==> src/rtl/charge_pkg.sv <==
// Shared types and helpers for the charge keeper array: storage strength,
// per-channel cell state and retention-length lookup.
package charge_pkg;

  typedef enum logic [1:0] {
    STR_SMALL  = 2'b00,
    STR_MEDIUM = 2'b01,
    STR_LARGE  = 2'b10,
    STR_INF    = 2'b11
  } strength_t;

  typedef enum logic [1:0] {
    EMPTY  = 2'b00,
    DRIVEN = 2'b01,
    HELD   = 2'b10
  } cell_state_t;

  // Retention length in cycles for a finite strength; 0 for infinite.
  function automatic int unsigned hold_cycles(strength_t s, int unsigned hold_small,
                                              int unsigned hold_medium,
                                              int unsigned hold_large);
    case (s)
      STR_SMALL:  return hold_small;
      STR_MEDIUM: return hold_medium;
      STR_LARGE:  return hold_large;
      default:    return 0;
    endcase
  endfunction

endpackage

==> src/rtl/charge_cell.sv <==
// One keeper channel: follows its input while driven, retains the last value
// for a strength-dependent number of cycles once released, then discharges.
module charge_cell
  import charge_pkg::*;
#(
  parameter int unsigned WIDTH       = 8,
  parameter int unsigned HOLD_SMALL  = 4,
  parameter int unsigned HOLD_MEDIUM = 16,
  parameter int unsigned HOLD_LARGE  = 64,
  parameter int unsigned CNT_W       = 6
) (
  input  logic             clk,
  input  logic             rst,
  input  logic [WIDTH-1:0] data_i,
  input  logic             control_i,
  input  strength_t        strength_i,
  output logic [WIDTH-1:0] data_o,
  output logic             valid_o,
  output logic             held_o,
  output logic             pulse_o
);

  cell_state_t      state_q, state_d;
  strength_t        str_q, str_d;
  logic [CNT_W-1:0] cnt_q, cnt_d;
  logic [WIDTH-1:0] data_q, data_d;
  logic             valid_q, valid_d;
  logic             held_q, held_d;
  logic             pulse_q, pulse_d;

  always_ff @(posedge clk) begin
    if (rst) begin
      state_q <= EMPTY;
      str_q   <= STR_SMALL;
      cnt_q   <= '0;
      data_q  <= '0;
      valid_q <= 1'b0;
      held_q  <= 1'b0;
      pulse_q <= 1'b0;
    end else begin
      state_q <= state_d;
      str_q   <= str_d;
      cnt_q   <= cnt_d;
      data_q  <= data_d;
      valid_q <= valid_d;
      held_q  <= held_d;
      pulse_q <= pulse_d;
    end
  end

  always_comb begin
    state_d = state_q;
    str_d   = str_q;
    cnt_d   = cnt_q;
    data_d  = data_q;
    valid_d = valid_q;
    held_d  = held_q;
    pulse_d = 1'b0;
    if (control_i) begin
      state_d = DRIVEN;
      data_d  = data_i;
      valid_d = 1'b1;
      held_d  = 1'b0;
      cnt_d   = '0;
    end else begin
      case (state_q)
        DRIVEN: begin
          // Strength is latched here; later changes cannot shorten the hold.
          state_d = HELD;
          held_d  = 1'b1;
          str_d   = strength_i;
          cnt_d   = (strength_i == STR_INF) ? '0 :
                    CNT_W'(hold_cycles(strength_i, HOLD_SMALL, HOLD_MEDIUM, HOLD_LARGE) - 1);
        end
        HELD: begin
          if (str_q != STR_INF) begin
            if (cnt_q == '0) begin
              state_d = EMPTY;
              data_d  = '0;
              valid_d = 1'b0;
              held_d  = 1'b0;
              pulse_d = 1'b1;
            end else begin
              cnt_d = cnt_q - CNT_W'(1);
            end
          end
        end
        default: begin
          state_d = EMPTY;
          data_d  = '0;
          valid_d = 1'b0;
          held_d  = 1'b0;
        end
      endcase
    end
  end

  assign data_o  = data_q;
  assign valid_o = valid_q;
  assign held_o  = held_q;
  assign pulse_o = pulse_q;

endmodule

==> src/rtl/charge_keeper_array.sv <==
// Array of independent keeper channels sharing one clock and reset; slices the
// flat buses into per-channel cells.
module charge_keeper_array
  import charge_pkg::*;
#(
  parameter int unsigned WIDTH       = 8,
  parameter int unsigned CHANNELS    = 4,
  parameter int unsigned HOLD_SMALL  = 4,
  parameter int unsigned HOLD_MEDIUM = 16,
  parameter int unsigned HOLD_LARGE  = 64
) (
  input  logic                      clk,
  input  logic                      rst,
  input  logic [CHANNELS*WIDTH-1:0] in,
  input  logic [CHANNELS-1:0]       control,
  input  logic [2*CHANNELS-1:0]     strength,
  output logic [CHANNELS*WIDTH-1:0] out,
  output logic [CHANNELS-1:0]       out_valid,
  output logic [CHANNELS-1:0]       held,
  output logic [CHANNELS-1:0]       decay_pulse
);

  // Guard keeps the counter at least one bit wide for a one-cycle large hold.
  localparam int unsigned CNT_W = (HOLD_LARGE > 1) ? $clog2(HOLD_LARGE) : 1;

  for (genvar c = 0; c < CHANNELS; c++) begin : g_ch
    charge_cell #(
      .WIDTH      (WIDTH),
      .HOLD_SMALL (HOLD_SMALL),
      .HOLD_MEDIUM(HOLD_MEDIUM),
      .HOLD_LARGE (HOLD_LARGE),
      .CNT_W      (CNT_W)
    ) u_cell (
      .clk       (clk),
      .rst       (rst),
      .data_i    (in[c*WIDTH +: WIDTH]),
      .control_i (control[c]),
      .strength_i(strength_t'(strength[2*c +: 2])),
      .data_o    (out[c*WIDTH +: WIDTH]),
      .valid_o   (out_valid[c]),
      .held_o    (held[c]),
      .pulse_o   (decay_pulse[c])
    );
  end

endmodule

==> config.mk <==
export PLATFORM = sky130hd
export DESIGN_NAME = charge_keeper_array
export DESIGN_NICKNAME = d
export VERILOG_FILES = /design/src/rtl/charge_pkg.sv /design/src/rtl/charge_cell.sv /design/src/rtl/charge_keeper_array.sv
export SDC_FILE = /design/constraint.sdc
export NUM_CORES = 1
export LEC_CHECK = 0
export CAP_MARGIN = 5
export CORE_MARGIN = 8
export CORE_UTILIZATION = 25
export DETAILED_ROUTE_END_ITERATION = 6
export DONT_BUFFER_PORTS = 1
export GPL_TIMING_DRIVEN = 0
export SYNTH_ARGS = -nofsm -noshare
export SYNTH_HDL_FRONTEND = slang
export SYNTH_SLANG_ARGS = --single-unit
==> constraint.sdc <==
create_clock -name clk -period 4.8 [get_ports clk]
set_input_delay 0.48 -clock clk [delete_from_list [all_inputs] [get_ports clk]]
set_output_delay 0.48 -clock clk [all_outputs]
set_load 0.005 [all_outputs]
; ---- Word-level counts from Yosys, hierarchy flattened
; Cells that the tools add are included.
[classes]
addsub = 8
n_eq_ne = 48
muxes = 84
bitwise = 12
n_reduce_logical = 40
[op_table]
columns = cell, n
row1 = 6-bit 2-to-1 mux, 20
row2 = 8-bit 2-to-1 mux, 12
row3 = 8-bit case mux with 2 select lines, 4
row4 = 5-bit case mux with 3 select lines, 4
row5 = 6-bit case mux with 2 select lines, 4
row6 = "6-bit by 1-bit subtractor with 6-bit output, second input constant", 8
row7 = "2-bit == test, second input constant", 12
row8 = 6-bit zero test, 4
row9 = "2-bit inequality test, second input constant", 12
row10 = "3-bit by 2-bit inequality test with 1-bit output, second input constant", 8
row11 = 2-bit AND reduction, 12
row12 = 3-bit AND reduction, 8
row13 = 1-bit 2-to-1 mux, 20
row14 = "2-bit by 1-bit == test with 1-bit output, second input constant", 8
row15 = 2-bit 2-to-1 mux, 8
row16 = "2-bit by 1-bit inequality test with 1-bit output, second input constant", 8
row17 = 1-bit case mux with 2 select lines, 8
row18 = 2-bit case mux with 2 select lines, 4
row19 = 4-bit OR reduction, 4
row20 = 1-bit NOT, 12
row21 = 2-bit zero test, 4
row22 = 2-bit nonzero test, 4
row23 = 2-bit OR reduction, 4
[word_totals]
ff_bits = 84
output_inout_bits = 44
word_cells = 224

; ---- Depth between registers and ports, before layout
[depth]
ltp_word = 7
depth_mapped = 6
ltp_nobuf = 6

; ---- By module
; Synthesis repeated with hierarchy kept, for this count alone.
[unflattened]
hier_cells = 482
hier_area_um2 = 4051.4
[modules_own_cells]
columns = module, instances, cells_per_inst, area_per_inst_um2, seq_area_each_um2
row1 = charge_cell (g_ch[0].u_cell ...), 3, 122, 1024.7, 400.4
row2 = charge_cell (g_ch[3].u_cell), 1, 116, 977.2, 400.4

; ---- Least setup slack after synthesis
; Ideal clock, no wire load.
[synth_timing]
path_kind = register to register
startpoint = reg g_ch[3].u_cell.cnt_q[0]
endpoint = reg g_ch[3].u_cell.cnt_q[0]
setup_ns = 0.119
arrival_time_ns = 1.544
required_ns = 4.681
slack_ns = 3.137
path_stages_with_launch = 7
path_buffers = 0
cell_sequence = dfxtp_1 inv_1 ha_1 nor2b_1 a221o_2 and2_4 o221a_2
[synth_via]
elab_chain_cells = 4
elab_cells_between_ends = 7
[synth_rtl]
columns = item, line
row1 = start: declaration, charge_cell.sv:25  ; logic [CNT_W-1:0] cnt_q, cnt_d;
row2 = start signal: assignment, charge_cell.sv:43  ; cnt_q <= cnt_d;
row3 = 6-bit by 1-bit subtractor with 6-bit output, charge_cell.sv:84  ; cnt_d = cnt_q - CNT_W'(1);
row4 = 6-bit 2-to-1 mux, charge_cell.sv:77  ; if (cnt_q == '0) begin
row5 = 6-bit 2-to-1 mux, charge_cell.sv:76  ; if (str_q != STR_INF) begin
row6 = 6-bit case mux with 2 select lines, charge_cell.sv:66  ; case (state_q)
; Several ways; a longest one is shown, not always the timed one. The select of a mux whose other input is x is not followed.
; A chain may end at the register's enable or synchronous reset.

; ---- Worst setup path in the final report
[layout_timing]
startpoint = reg g_ch[3].u_cell.cnt_q[0]
endpoint = reg g_ch[3].u_cell.cnt_q[3]
; The elaborated chain is that of the path after synthesis.

==> metrics.cfg <==
[floorplanning]
die_x_um=138.5
die_h_um=138.5
ios=90
num_rows=44
initial_core_util_pct=25.72
core_area_mm2=0.01459
die_area_mm2=0.01919

[logic_synthesis]
synth_top_area_share_pct=42.68
synthTopCellsByArea=dfxtp_1 43%, a22o_1 7.2%, a21oi_1 6.0%
synth_flop_cell=dfxtp_1
synth_edf_count=0
synth_nets=482
synth-seq-cells=80
avgSynthCellArea_um2=8.934
ys_types=51
async_flop_share_pct=0
yosysSeqAreaShare_pct=42.68
synth_cells=420
synth_area_mm2=0.003752
yosysTopAreaCell=dfxtp_1
ys_warn_count=0

[worst_setup_path]
cp-end-kind=register
criticalPathCategory=register to register
start_kind=register
worstPathMaxFanout=8
cp.required_ns=5.04
r2r_slack_ns=2.92
crit_arrival_ns=2.12

[clock_tree]
h-tree-depth=3
clock_sinks=80
cts_resized=0
postCtsHoldBufs=0
clk_latency_ns=0.34
clk_pin_slew_ns=0.06
post_cts_buffers=0
clockBufferDepth=2
cts_buffers=9
cts_root_buf=clkbuf_16
cts_tree=done

[route]
drt_iter0_markers=224
drt_first_pass_iters=5
via_per_inst=5.065
remaining_drc_errors=0
wl_per_cell_um=15.75
finalWirelength_mm=9.749
vias=3135
ant_nets=0

[final_layout]
syn_to_final_growth_pct=13.14
drive_gt1_share_pct=12.18
layout_commonest_cell=dfxtp_1
finalNonFillerCells=619
layout.nets=493
final_cell_mix=80 x dfxtp_1, 45 x a21oi_1, 36 x nor2_1
final_area_mm2=0.004245
n_antenna_cell=0

[pwr]
finalPower_w=0.001471
p_leak_nw=1.558
irDropWorstVdd_mv=0.1958
p_per_area_mw_per_mm2=346.6

[timing]
timing.hold.ws_ns=0.2630
min_period_ns=1.884
period_share_pct=39.26
fin_skew_ns=0.006900
grt_setup_unrepaired=no
setup_tns_ns=0
slew_headroom_pct=54.53
hold_viol_final=0
finalSetupViolations=0
max_freq_mhz=530.7
slew_violations=0
worstMarginPinSlew_ns=0.6780

[placed_design]
place.gp.congestion=0.8607
placed_cell_area_mm2=0.003983
placed_cells_incl_taps=604
port_buffers=0
dpl.hpwl_mm=7.199

[global_routing]
grt_pass1_wl_mm=16.13
grt_max_degree=14
grt_pass1_vias=3164
grt_usage_pct=10.07
overflow=0
antenna_found_initial=0

[job]
maxCapViolations=0

[outcome]
status=completed

[min_path]
hold_class=input port to register

## metrics by stage
| step | setup slack (ns) | util [%] |
|---|---|---|
| floorplan | 3.137 | - |
| global placement | 2.993 | 27.30 |
| detailed placement | 2.956 | 27.30 |
| CTS | 2.941 | 29.10 |
| global route | 2.800 | 29.10 |
| finish | 2.916 | 29.10 |
## final timing paths
path	cells past startpoint	start	endpoint
setup / recovery	6	g_ch[3].u_cell.cnt_q[0]	g_ch[3].u_cell.cnt_q[3]
hold / removal	1	in[27]	g_ch[3].u_cell.data_o[3]
setup reg to reg	6	g_ch[3].u_cell.cnt_q[0]	g_ch[3].u_cell.cnt_q[3]
hold reg to reg	2	g_ch[1].u_cell.valid_o	g_ch[1].u_cell.valid_o
## area by class of cell
class	count	area (um2)
sequential	80	1602
multi-input combinational	294	1919
clock buffer	10	229.0
buffer	30	171.4
inverter	16	60.06
tap	184	230.2
clock inverter	5	33.78
fill	1504	10340
## kinds of logic after synthesis
logic type	synth area share, %
compound gates	26.84
simple gates	18.21
flops	42.68
buf+inv	6.169
fa+ha+maj	5.335
mux	0.5335
xor+xnor	0.2335
## power breakdown
group	leakage, nW	switching (W)	internal (W)	total (W)
clock	0.125	0.000277	0.000347	0.000624
sequential	0.654	0.0000230	0.000689	0.000712
combinational	0.779	0.0000776	0.0000574	0.000135
## critical path, stage by stage, from the launching register on
cell and delay, ns:
dfxtp_1 0.38, inv_1 0.08, ha_1 0.23, nor2b_1 0.15, a221o_2 0.45, and2_4 0.21, o32ai_1 0.28
## cell usage after synthesis, types with 2 or more instances
library cell,instances
dfxtp_1,80
a21oi_1,45
nor2_1,36
nand2_1,32
a22o_1,31
o21ai_0,17
ha_1,16
inv_1,16
buf_4,12
clkbuf_1,12
nand3_1,11
nor2b_1,10
nor3_1,10
o31ai_1,7
nand2b_1,6
o32ai_1,6
a221o_1,5
a31oi_1,5
buf_2,5
or2_2,4
a211oi_1,3
a22oi_1,3
a31o_2,3
and3_1,3
nor3b_1,3
nor4_1,3
o221a_2,3
o22ai_1,3
a21oi_2,2
a221oi_1,2
and2_1,2
mux2i_1,2
nor4_4,2
o211ai_1,2
o311a_1,2
## flip-flops by register name, summed over array words and instances, names as in the netlist
name / flops
g_ch.u_cell.pulse_o: 4
g_ch.u_cell.data_o: 32
g_ch.u_cell.valid_o: 4
g_ch.u_cell.cnt_q: 24
g_ch.u_cell.str_q: 8
g_ch.u_cell.state_q: 8
## layer usage
metal | track usage (%) | wire length [um] | vias to the layer above
met1 | 12.40 | 4395 | 1469
met5 | 0 | 0 | -
met2 | 15.83 | 4630 | 100
li1 | - | - | 1552
met4 | 4.691 | 173 | 0
met3 | 2.911 | 551 | 14
(Power assumes the default switching activity.)
